===== src/rtl/ll_detect_unit.sv =====
// Line-length event detector: onset confirmation, hysteresis release and
// post-event holdoff on the valid-qualified feature stream from ll_comp_unit.
module ll_detect_unit #(
    parameter int input_width    = 32,
    parameter int onset_count    = 4,
    parameter int offset_count   = 4,
    parameter int holdoff_cycles = 16,
    parameter int hyst           = 10,
    parameter int cnt_width      = 16
) (
    input  logic                        clk,
    input  logic                        rst,
    input  logic                        en,
    input  logic signed [input_width:0] din,
    input  logic                        din_valid,
    input  logic signed [input_width:0] thresh,
    output logic                        detect,
    output logic                        detect_pulse,
    output logic [cnt_width-1:0]        event_count,
    output logic                        busy
);

    localparam int CW      = input_width + 2;
    localparam int RUN_MAX = (onset_count > offset_count) ? onset_count : offset_count;
    localparam int RUN_W   = $clog2(RUN_MAX + 1);
    localparam int HOLD_W  = (holdoff_cycles > 0) ? $clog2(holdoff_cycles + 1) : 1;

    localparam logic [RUN_W-1:0]    ONSET_N  = RUN_W'(onset_count);
    localparam logic [RUN_W-1:0]    OFFSET_N = RUN_W'(offset_count);
    localparam logic [HOLD_W-1:0]   HOLD_N   = HOLD_W'(holdoff_cycles);
    localparam logic signed [CW-1:0] HYST_X  = CW'(hyst);

    typedef enum logic [2:0] {
        S_IDLE,
        S_MONITOR,
        S_CONFIRM,
        S_ALARM,
        S_HOLDOFF
    } state_t;

    state_t                state_q, state_d;
    logic [RUN_W-1:0]      run_q, run_d, run_inc;
    logic [HOLD_W-1:0]     hold_q, hold_d;
    logic                  detect_q, detect_d;
    logic                  pulse_q, pulse_d;
    logic [cnt_width-1:0]  count_q, count_d;
    logic                  busy_q, busy_d;

    logic signed [CW-1:0]  din_x, thr_x, rel_x, rel_c;
    logic                  above, below;

    // Widened by one bit so thresh - hyst never wraps; negative samples and
    // a negative release level both clamp to zero.
    always_comb begin
        din_x = din[input_width] ? '0 : {din[input_width], din};
        thr_x = {thresh[input_width], thresh};
        rel_x = thr_x - HYST_X;
        rel_c = rel_x[CW-1] ? '0 : rel_x;
        above = din_x > thr_x;
        below = din_x < rel_c;
    end

    assign run_inc = run_q + RUN_W'(1);

    always_comb begin
        state_d  = state_q;
        run_d    = run_q;
        hold_d   = hold_q;
        detect_d = detect_q;
        pulse_d  = 1'b0;
        count_d  = count_q;

        if (!en) begin
            state_d  = S_IDLE;
            run_d    = '0;
            hold_d   = '0;
            detect_d = 1'b0;
        end else begin
            unique case (state_q)
                S_IDLE: begin
                    state_d  = S_MONITOR;
                    detect_d = 1'b0;
                end

                S_MONITOR: begin
                    if (din_valid && above) begin
                        if (onset_count == 1) begin
                            state_d  = S_ALARM;
                            run_d    = '0;
                            detect_d = 1'b1;
                            pulse_d  = 1'b1;
                            count_d  = (count_q == '1) ? count_q : count_q + 1'b1;
                        end else begin
                            state_d = S_CONFIRM;
                            run_d   = RUN_W'(1);
                        end
                    end
                end

                S_CONFIRM: begin
                    if (din_valid) begin
                        if (!above) begin
                            state_d = S_MONITOR;
                            run_d   = '0;
                        end else if (run_inc == ONSET_N) begin
                            state_d  = S_ALARM;
                            run_d    = '0;
                            detect_d = 1'b1;
                            pulse_d  = 1'b1;
                            count_d  = (count_q == '1) ? count_q : count_q + 1'b1;
                        end else begin
                            run_d = run_inc;
                        end
                    end
                end

                S_ALARM: begin
                    if (din_valid) begin
                        if (!below) begin
                            run_d = '0;
                        end else if (run_inc == OFFSET_N) begin
                            run_d    = '0;
                            detect_d = 1'b0;
                            hold_d   = HOLD_N;
                            state_d  = (holdoff_cycles == 0) ? S_MONITOR : S_HOLDOFF;
                        end else begin
                            run_d = run_inc;
                        end
                    end
                end

                S_HOLDOFF: begin
                    // Exits on the edge that consumes the last count, so the
                    // block spends exactly holdoff_cycles clocks here.
                    if (hold_q <= HOLD_W'(1)) begin
                        hold_d  = '0;
                        state_d = S_MONITOR;
                    end else begin
                        hold_d = hold_q - HOLD_W'(1);
                    end
                end

                default: begin
                    state_d  = S_IDLE;
                    run_d    = '0;
                    hold_d   = '0;
                    detect_d = 1'b0;
                end
            endcase
        end

        busy_d = (state_d == S_CONFIRM) || (state_d == S_ALARM) || (state_d == S_HOLDOFF);
    end

    always_ff @(posedge clk) begin
        if (rst) begin
            state_q  <= S_IDLE;
            run_q    <= '0;
            hold_q   <= '0;
            detect_q <= 1'b0;
            pulse_q  <= 1'b0;
            count_q  <= '0;
            busy_q   <= 1'b0;
        end else begin
            state_q  <= state_d;
            run_q    <= run_d;
            hold_q   <= hold_d;
            detect_q <= detect_d;
            pulse_q  <= pulse_d;
            count_q  <= count_d;
            busy_q   <= busy_d;
        end
    end

    assign detect       = detect_q;
    assign detect_pulse = pulse_q;
    assign event_count  = count_q;
    assign busy         = busy_q;

endmodule


===== config.mk =====
export PLATFORM = sky130hd
export DESIGN_NAME = ll_detect_unit
export DESIGN_NICKNAME = d
export VERILOG_FILES = /design/src/rtl/ll_detect_unit.sv
export SDC_FILE = /design/constraint.sdc
export NUM_CORES = 1
export LEC_CHECK = 0
export ABC_CLOCK_PERIOD_IN_PS = 6000
export CAP_MARGIN = 15
export CORE_UTILIZATION = 40
export CTS_BUF_LIST = sky130_fd_sc_hd__clkbuf_4
export DETAILED_ROUTE_END_ITERATION = 10
export PLACE_DENSITY_LB_ADDON = 0.12
export SLEW_MARGIN = 20
export SYNTH_ARGS = -nofsm -noshare
export SYNTH_HDL_FRONTEND = slang
export SYNTH_SLANG_ARGS = --single-unit

===== constraint.sdc =====
create_clock -name clk -period 6 [get_ports clk]
set_input_delay 0.6 -clock clk [delete_from_list [all_inputs] [get_ports clk]]
set_output_delay 0.6 -clock clk [all_outputs]
set_load 0.005 [all_outputs]

Yosys cells after proc, flatten, opt, wreduce, memory -nomap -nowiden
Cells that the tools add are included. W data, S select, Z words.

Reduce and logical (&&, ||, !) cells: 13. Bitwise gates (word level): 8. Equality and inequality tests: 16. Magnitude comparators: 3. Add/sub/neg operators: 4. Multiplexer cells: 32.

Operators with widths (number): $mux W3 (15); $sub A33 B5 Y34 const B (1); $gt A33 B33 Y1 (1); $lt A32 B33 Y1 (1); $mux W33 (1); $mux W32 (1); $mux W5 (4); $add A16 B1 Y16 const B (1); $eq A16 B16 Y1 const B (1); $pmux W3 S5 (1); $pmux W5 S3 (1); $ne A2 B2 Y1 const B (7); $eq A3 B2 Y1 const B (4); $pmux W3 S4 (1); $eq A3 B3 Y1 const B (3); $not A1 Y1 (8); $reduce_and A4 Y1 (2); $mux W1 (7); $reduce_and A7 Y1 (1); $reduce_and A6 Y1 (1); $reduce_or A2 Y1 (3); $le A5 B1 Y1 const B (1); $reduce_or A5 Y1 (1); $sub A5 B1 Y5 const B (1); 7 further kinds (8).

Output and inout bits: 19. Flip-flop bits (word level): 30. Logic and storage cells: 83. Input port bits: 70.

Longest topological paths before layout
Gate-level depths: netlist (run 1).

Word-level depth: 10. Mapped depth: 19. Gate-level depth less buffers: 18.

Worst setup path before layout (run 1)
OpenSTA, ideal clock, no wires.

Kind: input -> register. Start point: input port thresh[7]. End point: register run_q[2]. Library setup time: 122 ps. Data required time: 5878 ps. Cell stages on the path: 17. Setup slack: 1430 ps. Path buffers: 3. Data arrival time: 4448 ps. Path through: or4_4 > or4_4 > buf_6 > nor4_4 > a31oi_1 > clkbuf_1 > buf_1 > nand2_1 > ha_1 > nand2_1 > nor4_1 > a22oi_1 > a41oi_1 > o2111ai_1 > a211oi_2 > nor4_1 > a221o_1.

Longest elaborated chain between the ends: 6. Elaborated cells on any way between the ends: 12. Classes of those cells: 1 x add/sub; 2 x order compare; 1 x eq/ne; 6 x mux; 2 x reduce/logical.

RTL lines: start: declaration (RTL line 16) `input logic signed [input_width:0] thresh,`; $sub A33 B5 Y34 (RTL line 57) `rel_x = thr_x - HYST_X;`; $mux W33 (RTL line 58) `rel_c = rel_x[CW-1] ? '0 : rel_x;`; $lt A32 B33 Y1 (RTL line 60) `below = din_x < rel_c;`; $mux W3 (RTL line 119) `if (!below) begin`; $mux W3 (RTL line 118) `if (din_valid) begin`; $pmux W3 S4 (RTL line 79) `unique case (state_q)`; end signal: assignment (RTL line 166) `run_q <= run_d;`; end: declaration (RTL line 42) `logic [RUN_W-1:0] run_q, run_d, run_inc;`.

Parallel ways exist; a longest one is shown, timed or not. The select of a mux whose other input is x is not followed. A chain may end at the register's enable or synchronous reset.

Worst setup path after layout (run 1)
Start point: input port thresh[1]. End point: register run_q[2].

Same word-level chain as after synthesis.

==> results.cfg, run 1 <==
[clock_tree]
cts.sinks = 30
post_cts_buffers = 0
root_buffer = clkbuf_4
cts_tree = done
htree_num_levels = 2
ctsLongestPathBuffers = 2
numCtsBuffers = 5
holdBufCountCts = 0
clk_pin_slew_worst_paths_ps = 100
clock_latency_ps = 330
post_cts_resized = 0

[synth]
synth_cell_types = 61
synth-main-ff-cell = dfxtp_1
synth_warnings = 0
synthCells = 553
synth_seq_area_share = 0.147
yosysMostFrequentCell = ha_1
synthTopCellsByCount = ha_1, nand2_1, nor2_1
synth_top_area_cell = ha_1
synth-edff-count = 0
syn_nets = 692
synth.cell_area_mm2 = 0.00409
ys_ff_latch = 30
ys_async_sr_fraction = 0
ys_top_cells_by_area = ha_1, dfxtp_1, xnor2_1
synth_top_area_share = 0.211
syn-mean-instance-area_um2 = 7.40

[worst_setup_path]
cp_num_buf_inv = 3
slowest_stage = clkdlybuf4s50_1
crit_type = input port to flip-flop
worstSetupEndpointType = flip-flop
start_kind = input port
crit_required_ps = 6230
path_cells = clkdlybuf4s50_1 > inv_1 > ha_1 > nor2b_1 > or4_4 > nor4_4 > buf_4 > a31oi_2 > o21ai_0 > ha_1 > nand2_1 > nor4_1 > a22oi_1 > a41oi_1 > o2111ai_1 > a211oi_2 > nor4_1 > a221o_1
worst_ep_arrival_time_ps = 5080
crit_family = compound AO/OA/AOI/OAI gates
crit_fanout = 11
cpPeakStageDelay_ps = 480

[layout]
fin_nets = 777
n_antenna_cell = 0
layout-drive-gt1-share = 0.0471
post-route-util = 0.524
fillCellCount = 981
area_delta_synth_final_pct = 26.3

[die]
fp.coreArea_mm2 = 0.00986
die_height_um = 103
start_util = 0.415
ios = 89
die_area_mm2 = 0.0106
row_count = 36
die_x_um = 103

[drt]
wl_um = 11000
postRouteAntennaNets = 0
firstDrtPassIters = 4
num_vias = 4127
drcViolationCount = 0
avgRoutedWirePerCell_um = 14.3
vias_per_cell = 5.36
drt_iter0_drc = 85

[timing]
worst_pin_slew_ps = 676
period_needed_ps = 4850
finalHoldViolations = 0
skew_ps = 7.42
fmax_mhz = 206
fin_crit_sh = 0.808
slew_headroom = 0.537
tns_ps = 0
slew_viol_final = 0
rsz0062_at_grt = no
finalSetupViolCount = 0

[power]
max-vdd-ir-drop_uv = 89.5
p_leak_uw = 0.00202
cellPowerDensity_mw_per_mm2 = 104

[global_route]
grt_first_pass_wirelength_um = 17800
grt_max_degree = 22
grt_usage = 0.211
grt_pass1_vias = 3947
grt_overflow = 0
antenna_found_initial = 0

[place]
gp_congestion = 0.923
port-buffer-count = 88
hpwl_um = 8910

[outcome]
status = completed

[worst_hold_path]
min_path_type = flip-flop to flip-flop

[run]
maxCapViolCount = 0
[worst register-to-register path: stages, from the launching register on]
cell     delay (ps)
dfxtp_1         360
and4_1          240
and4_1          240
a31oi_1         180
nand4_1         350
or2_2           510
nor4_1          310
xnor2_1         160
nor2_1           50
[path summary, 6_finish.rpt]
path	slack, ps	from	cells past startpoint	to
worst max-delay path	1150	thresh[1]	18	run_q[2]
worst min-delay path	510	run_q[0]	1	run_q[0]
worst max register to register	3490	event_count[6]	8	event_count[15]
worst min register to register	510	run_q[0]	1	run_q[0]
[logic make-up after synthesis]
group                      count (synthesis)  synth area share
muxes                                      1           0.00275
adders and majority gates                 69             0.211
buffers and inverters                     60            0.0569
and+or+nand+nor                          251             0.319
xor gates and xnor gates                  41            0.0878
DFF                                       30             0.147
AOI/OAI and AO/OA                        101             0.176
[layout make-up]
cell class	count	area (um^2)	share of cell area
Tap cell	133	166	0.0322
Clock buffer	5	37.5	0.00727
Timing Repair Buffer	95	933	0.181
Multi-Input combinational cell	463	3260	0.632
Clock inverter	1	3.75	0.000727
Inverter	43	161	0.0312
Sequential cell	30	601	0.116
[per-layer routing]
metal,track usage,up-vias,wire (um)
met5,0,-,0
met3,0.0258,8,497
met1,0.274,1870,5380
met2,0.372,96,5010
li1,-,2153,-
met4,0.0488,0,100
[stage by stage]
stage / total power, uW / hold WS [ps] / worst slack [ps] / cell area (um^2) / cells
floorplan: 340 / 465 / 1430 / 4090 / 553
global placement: 424 / 484 / 912 / 5120 / 764
detailed placement: 429 / 507 / 761 / 5120 / 764
CTS: 540 / 522 / 1130 / 5170 / 770
global route: 578 / 548 / 763 / 5170 / 770
finish: 536 / 513 / 1150 / 5170 / 770
[power breakdown]
group	switching, uW	internal, uW	leakage [uW]	total (uW)
logic	115	109	0.00176	224
registers	1.97	200	0.000242	202
clock network	70.4	40.0	0.0000246	110
total	187	349	0.00202	536
[placed cells by master, fill, tap and decap left out, types with 5 or more instances in the layout]
| cell type | count |
|---|---|
| clkdlybuf4s50_1 | 88 |
| ha_1 | 69 |
| nand2_1 | 62 |
| nor2_1 | 46 |
| inv_1 | 43 |
| xnor2_1 | 41 |
| nor2b_1 | 36 |
| dfxtp_1 | 30 |
| a21oi_1 | 29 |
| nor3_1 | 25 |
| nand4_1 | 19 |
| nand3_1 | 18 |
| nor4_1 | 17 |
| o21ai_0 | 17 |
| buf_4 | 7 |
| a31oi_1 | 6 |
| and4_1 | 6 |
| and2_1 | 5 |
| clkbuf_4 | 5 |
[flip-flops by register name (all words and copies together), names as in the netlist]
name,cells
detect_pulse,1
hold_q,5
state_q,3
detect,1
run_q,3
busy,1
event_count,16
(Power assumes the default switching activity.)
==> inputs of run 2 (changes only) <==
--- a/config.mk
+++ b/config.mk
@@ -5,7 +5,7 @@
 export SDC_FILE = /design/constraint.sdc
 export NUM_CORES = 1
 export LEC_CHECK = 0
-export ABC_CLOCK_PERIOD_IN_PS = 6000
+export ABC_CLOCK_PERIOD_IN_PS = 5000
 export CAP_MARGIN = 15
 export CORE_UTILIZATION = 40
 export CTS_BUF_LIST = sky130_fd_sc_hd__clkbuf_4
==> constraint.sdc (replaced) <==
create_clock -name clk -period 5 [get_ports clk]
set_input_delay 0.5 -clock clk [delete_from_list [all_inputs] [get_ports clk]]
set_output_delay 0.5 -clock clk [all_outputs]
set_load 0.005 [all_outputs]
==> results.cfg, run 2 (synthesis gave the netlist of run 1 again) <==
[outcome]
status = completed

[timing]
fin_crit_sh = 0.921
slew_headroom = 0.525
finalSetupViolCount = 0
tns_ps = 0
skew_ps = 10.6
finalHoldViolations = 0
period_needed_ps = 4610
worst_pin_slew_ps = 708
slew_viol_final = 0
fmax_mhz = 217
rsz0062_at_grt = no

[layout]
layout-drive-gt1-share = 0.0604
final_area_mm2 = 0.00523
n_antenna_cell = 0
final_common_cell = clkdlybuf4s50_1
fin_nets = 786
layout_common_cells = clkdlybuf4s50_1, ha_1, nand2_1
largest_register_ffs = 16
area_delta_synth_final_pct = 28.0
stdcell_count = 779

[clock_tree]
holdBufCountCts = 0
clock_latency_ps = 320
numCtsBuffers = 5
htree_num_levels = 2
ctsLongestPathBuffers = 2
cts_tree = done
root_buffer = clkbuf_4
clk_pin_slew_worst_paths_ps = 90
post_cts_resized = 0
post_cts_buffers = 0
cts.sinks = 30

[power]
switching_share = 0.343
internal_power_uw = 423
max-vdd-ir-drop_uv = 125
clockPowerShare = 0.196
seq_power_share = 0.376
combPwrFrac = 0.428
power_switching_uw = 221
p_leak_uw = 0.00206
cellPowerDensity_mw_per_mm2 = 123

[drt]
avgRoutedWirePerCell_um = 14.4
drcViolationCount = 0
postRouteAntennaNets = 0
firstDrtPassIters = 4
wl_um = 11200
drt_iter0_drc = 120
num_vias = 4197
vias_per_cell = 5.39

[die]
die_height_um = 103
row_count = 36
die_x_um = 103
fp.coreArea_mm2 = 0.00986
ios = 89
die_area_mm2 = 0.0106
start_util = 0.415

[worst_setup_path]
crit_required_ps = 5280
worstSetupEndpointType = flip-flop
worst_ep_arrival_time_ps = 4880
crit_type = input port to flip-flop
start_kind = input port
crit_fanout = 6
startpoint = thresh[7]
r2r-start = event_count[6]

[global_route]
grt_first_pass_wirelength_um = 18600
grt_max_degree = 21
antenna_found_initial = 0
grt_overflow = 0
grt_usage = 0.218
grt_pass1_vias = 4089

[place]
gp_congestion = 0.880
port-buffer-count = 88
dpl.cell_count = 773
place_area_mm2 = 0.00519
hpwl_um = 9240

[worst_hold_path]
hp-start = hold_q[1]
min_path_type = flip-flop to flip-flop

[run]
maxCapViolCount = 0
-- run 2: worst paths after layout --
kind	end	slack, ps	cells after the start
hold reg to reg	hold_q[1]	510	2
setup / recovery	run_q[2]	390	16
hold / removal	hold_q[1]	510	2
setup reg to reg	event_count[15]	2560	8
-- run 2: layout make-up --
| cell class | count | area, um^2 |
|---|---|---|
| timing repair buffer | 104 | 1000 |
| sequential | 30 | 601 |
| multi-input combinational | 463 | 3260 |
| tap | 133 | 166 |
| clock buffer | 5 | 37.5 |
| clock inverter | 1 | 3.75 |
| fill | 937 | 4630 |
| inverter | 43 | 161 |
-- run 2: power groups by stage --
stage	Sequential, uW	Combinational, uW	Clock [uW]
CTS	242	276	132
global placement	248	269	0
global route	243	311	139
detailed placement	248	274	0
finish	242	276	126
floorplan	246	162	0
-- run 2: through the flow --
stage               utilization  power (uW)  hold slack [ps]  worst slack [ps]
floorplan                     -         408              465               530
global placement          0.526         517              484               176
detailed placement        0.526         521              497              72.7
CTS                       0.531         651              510               423
global route              0.531         693              530               132
finish                    0.531         644              512               395
-- run 2: critical path: stages --
cell             delay [ps]
clkdlybuf4s50_1         450
or4_4                   570
or4_4                   470
nor4_4                  260
buf_4                   200
or2b_1                  260
nor3_1                  180
xnor2_1                 150
nand2_1                  80
ha_1                    310
o2111ai_1               270
o211ai_1                150
o41ai_2                 440
a211oi_2                120
nor4_1                  320
a221o_1                 150
-- run 2: routing by layer --
metal | routed length, um | share of wire | global-route usage | up-vias
met3 | 429 | 0.038 | 0.0197 | 8
met4 | 99 | 0.0088 | 0.0498 | 0
met2 | 5250 | 0.47 | 0.392 | 85
met5 | 0 | 0 | 0 | -
li1 | - | - | - | 2176
met1 | 5410 | 0.48 | 0.282 | 1928
